File: config.mk
export PLATFORM = sky130hd
export DESIGN_NAME = pipe_stage_skid
export DESIGN_NICKNAME = d
export VERILOG_FILES = /design/src/rtl/pipe_pkg.sv /design/src/rtl/pipe_slot.sv /design/src/rtl/pipe_stage_skid.sv
export SDC_FILE = /design/constraint.sdc
export NUM_CORES = 1
export LEC_CHECK = 0
export ABC_CLOCK_PERIOD_IN_PS = 11000
export CORE_ASPECT_RATIO = 1.1
export CORE_MARGIN = 10
export CORE_UTILIZATION = 37
export CTS_CLUSTER_DIAMETER = 150
export DETAILED_ROUTE_END_ITERATION = 8
export PLACE_DENSITY = 0.67
export SYNTH_ARGS = -nofsm -noshare
export SYNTH_HDL_FRONTEND = slang
export SYNTH_SLANG_ARGS = --single-unit
File: constraint.sdc
create_clock -name clk -period 11 [get_ports clk]
set_clock_uncertainty 0.2 [all_clocks]
set_input_delay 1.65 -clock clk [delete_from_list [all_inputs] [get_ports clk]]
set_output_delay 1.65 -clock clk [all_outputs]
set_load 0.02 [all_outputs]
File: src/rtl/pipe_pkg.sv
// rtl/pipe_pkg.sv - shared constants, skid state enum and control field offsets for pipeline stages
//
// Purpose : common definitions imported by pipe_slot users and pipe_stage_skid.
// Contents: NOP_INSTR / CTRL_SAFE bubble values, skid_state_t, packed ctrl bit offsets per stage pair.
package pipe_pkg;

    localparam logic [15:0] NOP_INSTR = 16'h0800;
    localparam logic [7:0]  CTRL_SAFE = 8'h00;

    typedef enum logic [1:0] {
        EMPTY = 2'd0,
        ONE   = 2'd1,
        FULL  = 2'd2
    } skid_state_t;

    // ID/EX control vector: execute, memory and writeback bits all still pending (9 bits wide).
    localparam int IDEX_ALU_SRC    = 0;
    localparam int IDEX_REG_DST    = 1;
    localparam int IDEX_INV_A      = 2;
    localparam int IDEX_INV_B      = 3;
    localparam int IDEX_CIN        = 4;
    localparam int IDEX_MEM_WRITE  = 5;
    localparam int IDEX_MEM_TO_REG = 6;
    localparam int IDEX_REG_WRITE  = 7;
    localparam int IDEX_DUMP       = 8;
    localparam int IDEX_CTRL_W     = 9;

    // EX/MEM control vector: execute bits already consumed.
    localparam int EXMEM_MEM_WRITE  = 0;
    localparam int EXMEM_MEM_TO_REG = 1;
    localparam int EXMEM_REG_WRITE  = 2;
    localparam int EXMEM_DUMP       = 3;
    localparam int EXMEM_CTRL_W     = 4;

    // MEM/WB control vector: only writeback and dump remain.
    localparam int MEMWB_MEM_TO_REG = 0;
    localparam int MEMWB_REG_WRITE  = 1;
    localparam int MEMWB_DUMP       = 2;
    localparam int MEMWB_CTRL_W     = 3;

endpackage

File: src/rtl/pipe_slot.sv
// rtl/pipe_slot.sv - single {instr, data, ctrl} holding slot with valid flag
//
// Purpose : one pipeline entry register; valid is async-reset, payload is not reset.
// Ports   : clk, rst_n    clock / async active-low reset
//           load, clear   capture d_* and set valid / drop valid (clear wins for valid)
//           d_instr, d_data, d_ctrl   entry to capture
//           valid, q_instr, q_data, q_ctrl   held entry
module pipe_slot #(
    parameter int INSTR_W = 16,
    parameter int DATA_W  = 112,
    parameter int CTRL_W  = 8
) (
    input  logic               clk,
    input  logic               rst_n,
    input  logic               load,
    input  logic               clear,
    input  logic [INSTR_W-1:0] d_instr,
    input  logic [DATA_W-1:0]  d_data,
    input  logic [CTRL_W-1:0]  d_ctrl,
    output logic               valid,
    output logic [INSTR_W-1:0] q_instr,
    output logic [DATA_W-1:0]  q_data,
    output logic [CTRL_W-1:0]  q_ctrl
);

    always_ff @(posedge clk or negedge rst_n) begin
        if (!rst_n) begin
            valid <= 1'b0;
        end else if (clear) begin
            valid <= 1'b0;
        end else if (load) begin
            valid <= 1'b1;
        end
    end

    // Contents are meaningless while valid is low, so these flops skip reset.
    always_ff @(posedge clk) begin
        if (load) begin
            q_instr <= d_instr;
            q_data  <= d_data;
            q_ctrl  <= d_ctrl;
        end
    end

endmodule

File: src/rtl/pipe_stage_skid.sv
// rtl/pipe_stage_skid.sv - valid/ready pipeline stage with optional 2-entry skid buffer, flush and bubble insertion
//
// Purpose : carries instr/data/ctrl between two pipeline stages.
// Ports   : clk, rst_n                                 clock / async active-low reset
//           flush                                      synchronous squash of held and incoming entries
//           in_valid, in_ready, in_instr/data/ctrl     upstream side
//           out_valid, out_ready, out_instr/data/ctrl  downstream side (NOP / CTRL_SAFE during bubbles)
//           occupancy                                  entries held, 0..2
module pipe_stage_skid
    import pipe_pkg::*;
#(
    parameter int                 INSTR_W   = 16,
    parameter int                 DATA_W    = 112,
    parameter int                 CTRL_W    = 8,
    parameter logic [CTRL_W-1:0]  CTRL_SAFE = pipe_pkg::CTRL_SAFE,
    parameter logic [INSTR_W-1:0] NOP_INSTR = pipe_pkg::NOP_INSTR,
    parameter bit                 SKID_EN   = 1'b1
) (
    input  logic               clk,
    input  logic               rst_n,
    input  logic               flush,
    input  logic               in_valid,
    output logic               in_ready,
    input  logic [INSTR_W-1:0] in_instr,
    input  logic [DATA_W-1:0]  in_data,
    input  logic [CTRL_W-1:0]  in_ctrl,
    output logic               out_valid,
    input  logic               out_ready,
    output logic [INSTR_W-1:0] out_instr,
    output logic [DATA_W-1:0]  out_data,
    output logic [CTRL_W-1:0]  out_ctrl,
    output logic [1:0]         occupancy
);

    skid_state_t state, state_nxt;

    logic               in_fire, out_fire;
    logic               load_m, load_s, m_from_s;
    logic               m_valid, s_valid;
    logic [INSTR_W-1:0] m_instr, s_instr;
    logic [DATA_W-1:0]  m_data, s_data;
    logic [CTRL_W-1:0]  m_ctrl, s_ctrl;

    assign in_fire  = in_valid & in_ready;
    assign out_fire = m_valid & out_ready;

    always_comb begin
        state_nxt = state;
        load_m    = 1'b0;
        load_s    = 1'b0;
        m_from_s  = 1'b0;
        case (state)
            EMPTY: begin
                if (in_fire) begin
                    state_nxt = ONE;
                    load_m    = 1'b1;
                end
            end
            ONE: begin
                if (in_fire && out_fire) begin
                    load_m = 1'b1;
                end else if (in_fire && SKID_EN) begin
                    state_nxt = FULL;
                    load_s    = 1'b1;
                end else if (out_fire) begin
                    state_nxt = EMPTY;
                end
            end
            FULL: begin
                if (out_fire) begin
                    state_nxt = ONE;
                    load_m    = 1'b1;
                    m_from_s  = 1'b1;
                end
            end
            default: state_nxt = EMPTY;
        endcase
        // Flush discards anything arriving this cycle; a concurrent out_fire has already been taken downstream.
        if (flush) begin
            state_nxt = EMPTY;
            load_m    = 1'b0;
            load_s    = 1'b0;
            m_from_s  = 1'b0;
        end
    end

    always_ff @(posedge clk or negedge rst_n) begin
        if (!rst_n) begin
            state <= EMPTY;
        end else begin
            state <= state_nxt;
        end
    end

    pipe_slot #(
        .INSTR_W (INSTR_W),
        .DATA_W  (DATA_W),
        .CTRL_W  (CTRL_W)
    ) u_slot_m (
        .clk     (clk),
        .rst_n   (rst_n),
        .load    (load_m),
        .clear   (flush | (out_fire & ~load_m)),
        .d_instr (m_from_s ? s_instr : in_instr),
        .d_data  (m_from_s ? s_data  : in_data),
        .d_ctrl  (m_from_s ? s_ctrl  : in_ctrl),
        .valid   (m_valid),
        .q_instr (m_instr),
        .q_data  (m_data),
        .q_ctrl  (m_ctrl)
    );

    generate
        if (SKID_EN) begin : g_skid
            logic in_ready_q;

            pipe_slot #(
                .INSTR_W (INSTR_W),
                .DATA_W  (DATA_W),
                .CTRL_W  (CTRL_W)
            ) u_slot_s (
                .clk     (clk),
                .rst_n   (rst_n),
                .load    (load_s),
                .clear   (flush | m_from_s),
                .d_instr (in_instr),
                .d_data  (in_data),
                .d_ctrl  (in_ctrl),
                .valid   (s_valid),
                .q_instr (s_instr),
                .q_data  (s_data),
                .q_ctrl  (s_ctrl)
            );

            // Registered ready: low only while both slots will be occupied.
            always_ff @(posedge clk or negedge rst_n) begin
                if (!rst_n) begin
                    in_ready_q <= 1'b0;
                end else begin
                    in_ready_q <= (state_nxt != FULL);
                end
            end
            assign in_ready = in_ready_q;
        end else begin : g_noskid
            assign s_valid  = 1'b0;
            assign s_instr  = '0;
            assign s_data   = '0;
            assign s_ctrl   = '0;
            assign in_ready = ~m_valid | out_ready;
        end
    endgenerate

    assign out_valid = m_valid;
    assign out_instr = m_valid ? m_instr : NOP_INSTR;
    assign out_ctrl  = m_valid ? m_ctrl  : CTRL_SAFE;
    assign out_data  = m_data;
    assign occupancy = {s_valid, m_valid & ~s_valid};

endmodule
==> parameters.txt <==
Parameter                              Value

Clocking
  Clk Latency, worst-skew pair ... approximately 530 ps
  TritonCTS Buffers ... 29
  Clock transition at the registers of the reported paths ... 60 ps
  Maximum level of the CTS H-tree ... 1
  Quantity of hold-fixing buffers added after cts ... 0
  Buffer levels on the longest clock path ... 3
  Number of gates resized after cts ... 0
  Clock tree from TritonCTS ... built
  Setup Fix Bufs, Post-CTS ... 0
  CTS root buf ... sky130_fd_sc_hd__clkbuf_16
  TritonCTS sink count ... 277

Layout
  Number of non-filler instances in the completed layout ... 1166
  Count of fill cells added during filler insertion ... 2261
  Fraction of final layout cells with drive strength greater than 1 ... 23.8%
  Final nets ... between 900 and 1000
  Area of all placed cells without fillers ... 0.0146 mm²
  Relative area change from synthesis to final layout ... 39.8%
  Utilization after layout ... 52.6%

Synth
  Synthesized area divided by synthesized cell count ... 21.7 µm²
  Top cell type's share of synthesized area ... 77.9%
  Sequential area share after synthesis ... between 70% and 80%
  Synth top area cells ... sky130_fd_sc_hd__edfxtp_1 (78%), sky130_fd_sc_hd__mux2_2 (10%), sky130_fd_sc_hd__mux2_4 (5.7%), sky130_fd_sc_hd__and2_1 (1.4%), sky130_fd_sc_hd__dfrtp_1 (1.2%)
  Count of distinct cell types in the synthesized netlist ... 25
  Register bit count reported by yosys ... 277
  Post-synthesis cell type with the largest combined area ... sky130_fd_sc_hd__edfxtp_1
  Combined area of all synthesized cells ... 0.0105 mm²
  Ys Warns ... 0
  Post-synthesis cell count ... 482
  Net count after synthesis ... 623

Status
  Outcome ... finished, final reports clean

Global route
  Largest net degree at the start of global routing ... ~140
  Global-route congestion overflow total ... 0
  Tot GR Track Use ... 12.8%
  Via count of the first global-routing pass ... 5828
  First-pass GRT wire length ... 36.2 mm
  Number of antenna violations at the first check in global routing ... 3

Drt
  Drt initial violations ... 309
  WL final ... approximately 24 mm
  Routed length per instance ... about 20 µm
  Number of vias after detailed routing ... around 5400
  Via/cell ratio ... roughly 4.6
  First drt pass iteration count ... 4
  Count of nets left with antenna violations after detail routing ... 0
  Count of unresolved DRC violations after routing ... 0

Timing
  Portion of the clock cycle consumed by the worst path in the final layout ... between 40% and 50%
  Timing-limited maximum frequency ... about 200 MHz
  Setup repair after global routing missed its margin ... false
  Accumulated negative setup slack ... 0 ps
  Final Critical Period ... about 4900 ps
  Total count of hold-check failures in the final report ... 0
  Endpoints failing setup ... 0
  Number of max-slew violations in the final report ... 0
  Tightest Pin Transition ... 971 ps
  Normalized max-slew margin ... 35.3%

Setup path
  Reg2reg start ... u_slot_m.valid$_DFFE_PN0P_
  Slack of the worst reg-to-reg path ... 7110 ps
  Maximum fanout encountered on the critical timing path ... 69
  Required time at the endpoint of the critical path ... approximately 11000 ps
  Depth of the most critical reg-to-reg path ... 6
  Type of element launching the critical path ... input pin
  Cell depth of the worst setup path ... 6
  Setup crit end ... u_slot_m.q_data[56]$_DFFE_PP_
  Buffers & Inverters on Critical Path ... 3
  Delay contributed by the slowest stage of the critical path ... 820 ps
  Critical path start-end classification ... input pin to register
  Worst path arrival time ... 4860 ps
  Crit. End Element ... register
  Crit path launch ... out_ready
  Cell-by-cell listing of the critical path ... clkdlybuf4s50_1 -> nand3_1 -> a21o_1 -> a21oi_4 -> buf_4 -> buf_4
  Kind of cell adding the most delay to the critical path ... buffers and inverters
  CP max stage cell ... sky130_fd_sc_hd__buf_4
  Crit-path most repeated cell ... sky130_fd_sc_hd__buf_4
  Reg2Reg Capture Point ... u_slot_m.q_data[56]$_DFFE_PP_

Power and ir drop
  Power per cell area ... 172 mW/mm²
  LEAKAGE ... 4.92 nW
  Maximum resistive drop on vdd ... approximately 0.000093 V

Die
  Row Count ... 64
  Vertical die dimension ... 197 µm
  Total core area ... 0.0279 mm²
  Top-level port count ... roughly 280
  Die width ... 180 µm
  Area of the die ... 0.0355 mm²
  Initial Util ... 37.6%

Min path
  Hold Crit Class ... register to register

Placed design
  Cell total after placement ... between 1000 and 1500
  Number of buffer cells added on primary ports ... 280
  Placed wire-length estimate after detailed placement ... 16.0 mm
  Placer's final routability congestion estimate ... 0.749
  Post-Place Cell Area ... 0.0136 mm²

Job
  Number of max-cap violations ... 0
## cell usage in the layout, fill, tap and decap left out, drive strengths merged
master and instances:
clkdlybuf4s50 280, edfxtp 272, mux2 136, clkbuf 30, and2 23, clkinv 14
bufinv 7, buf 7, dfrtp 5, nand2 4, nand3 3, a21oi 3
a21o 2, nand2b 2, o21ai 2, clkinvlp 2, diode 1, nand3b 1
nand4b 1, and3b 1, a31oi 1, a221oi 1, nor3 1, a221o 1
nor2b 1, nor3b 1, inv 1
## cells in the mapped netlist
library cell               instances
sky130_fd_sc_hd__edfxtp_1        272
sky130_fd_sc_hd__mux2_2           96
sky130_fd_sc_hd__mux2_4           40
sky130_fd_sc_hd__and2_1           23
sky130_fd_sc_hd__buf_4            10
sky130_fd_sc_hd__buf_12            5
sky130_fd_sc_hd__dfrtp_1           5
sky130_fd_sc_hd__clkbuf_1          4
sky130_fd_sc_hd__nand2_1           4
sky130_fd_sc_hd__a21oi_1           3
sky130_fd_sc_hd__nand3_1           3
sky130_fd_sc_hd__a21o_1            2
sky130_fd_sc_hd__nand2b_1          2
sky130_fd_sc_hd__o21ai_0           2
sky130_fd_sc_hd__a221o_1           1
sky130_fd_sc_hd__a221oi_1          1
sky130_fd_sc_hd__a31oi_1           1
sky130_fd_sc_hd__and3b_1           1
sky130_fd_sc_hd__buf_6             1
sky130_fd_sc_hd__inv_1             1
sky130_fd_sc_hd__nand3b_1          1
sky130_fd_sc_hd__nand4b_1          1
sky130_fd_sc_hd__nor2b_1           1
sky130_fd_sc_hd__nor3_2            1
sky130_fd_sc_hd__nor3b_1           1
## power by group
group	total (mW)	switching (mW)	internal, mW
Combinational	0.253	0.123	0.130
Clock	1.04	0.394	0.642
Sequential	1.24	0.0134	1.22
## worst min-delay path by stage
| stage | start | endpoint | slack (ps) | cells past startpoint |
|---|---|---|---|---|
| finish | g_skid.u_slot_s.q_instr[1]$_DFFE_PP_ | u_slot_m.q_instr[1]$_DFFE_PP_ | 340 | 1 |
| global route | g_skid.u_slot_s.q_data[7]$_DFFE_PP_ | u_slot_m.q_data[7]$_DFFE_PP_ | 360 | 1 |
| CTS | g_skid.u_slot_s.q_instr[1]$_DFFE_PP_ | u_slot_m.q_instr[1]$_DFFE_PP_ | 340 | 1 |
| detailed placement | g_skid.u_slot_s.q_data[75]$_DFFE_PP_ | u_slot_m.q_data[75]$_DFFE_PP_ | 330 | 1 |
| global placement | g_skid.u_slot_s.q_data[3]$_DFFE_PP_ | u_slot_m.q_data[3]$_DFFE_PP_ | 330 | 1 |
| floorplan | g_skid.u_slot_s.q_data[0]$_DFFE_PP_ | u_slot_m.q_data[0]$_DFFE_PP_ | 320 | 1 |
## cells by family after synthesis
kind of cell | share of synthesized area, %
AOI/OAI and AO/OA | 0.621
DFF | 79.1
and+or+nand+nor | 2.24
buffers and inverters | 1.96
muxes | 16.0
## per-stage QoR
step                      hold slack [ps]  worst slack (ps)  power [mW]
final                                 339              6090        2.53
after detailed placement              332              5460        1.52
after global routing                  355              5860        2.62
after CTS                             338              6020        2.57
after global placement                326              5520        1.51
after floorplan                       323              1580        1.38
## registers in the layout, summed over array words and instances, names as in the netlist
signal and cells:
in_ready 1, u_slot_m.q_instr 16, state 2, g_skid.u_slot_s.valid 1, g_skid.u_slot_s.q_instr 16, u_slot_m.q_data 112
g_skid.u_slot_s.q_ctrl 8, g_skid.u_slot_s.q_data 112, u_slot_m.valid 1, u_slot_m.q_ctrl 8
## layer usage
layer | track usage, % | vias to the layer above | part of all wire, %
met4 | 3.43 | 4 | 2.1
met3 | 5.19 | 45 | 8.8
met1 | 16.1 | 2658 | 42
met2 | 20.0 | 187 | 47
met5 | 0 | - | 0.12
li1 | - | 2502 | -
## area by class of cell
cell class              count  area [µm²]  area share (%)
inverters                   1        3.75          0.0256
repair buffers            287        2870            19.6
flip-flops and latches    277        8290            56.6
clock inverters            23         287            1.96
multi-input cells         184        2010            13.7
clock buffers              30         729            4.98
well taps                 363         454            3.10
diodes                      1        2.50          0.0171
Power figures use the tool's default switching activity.
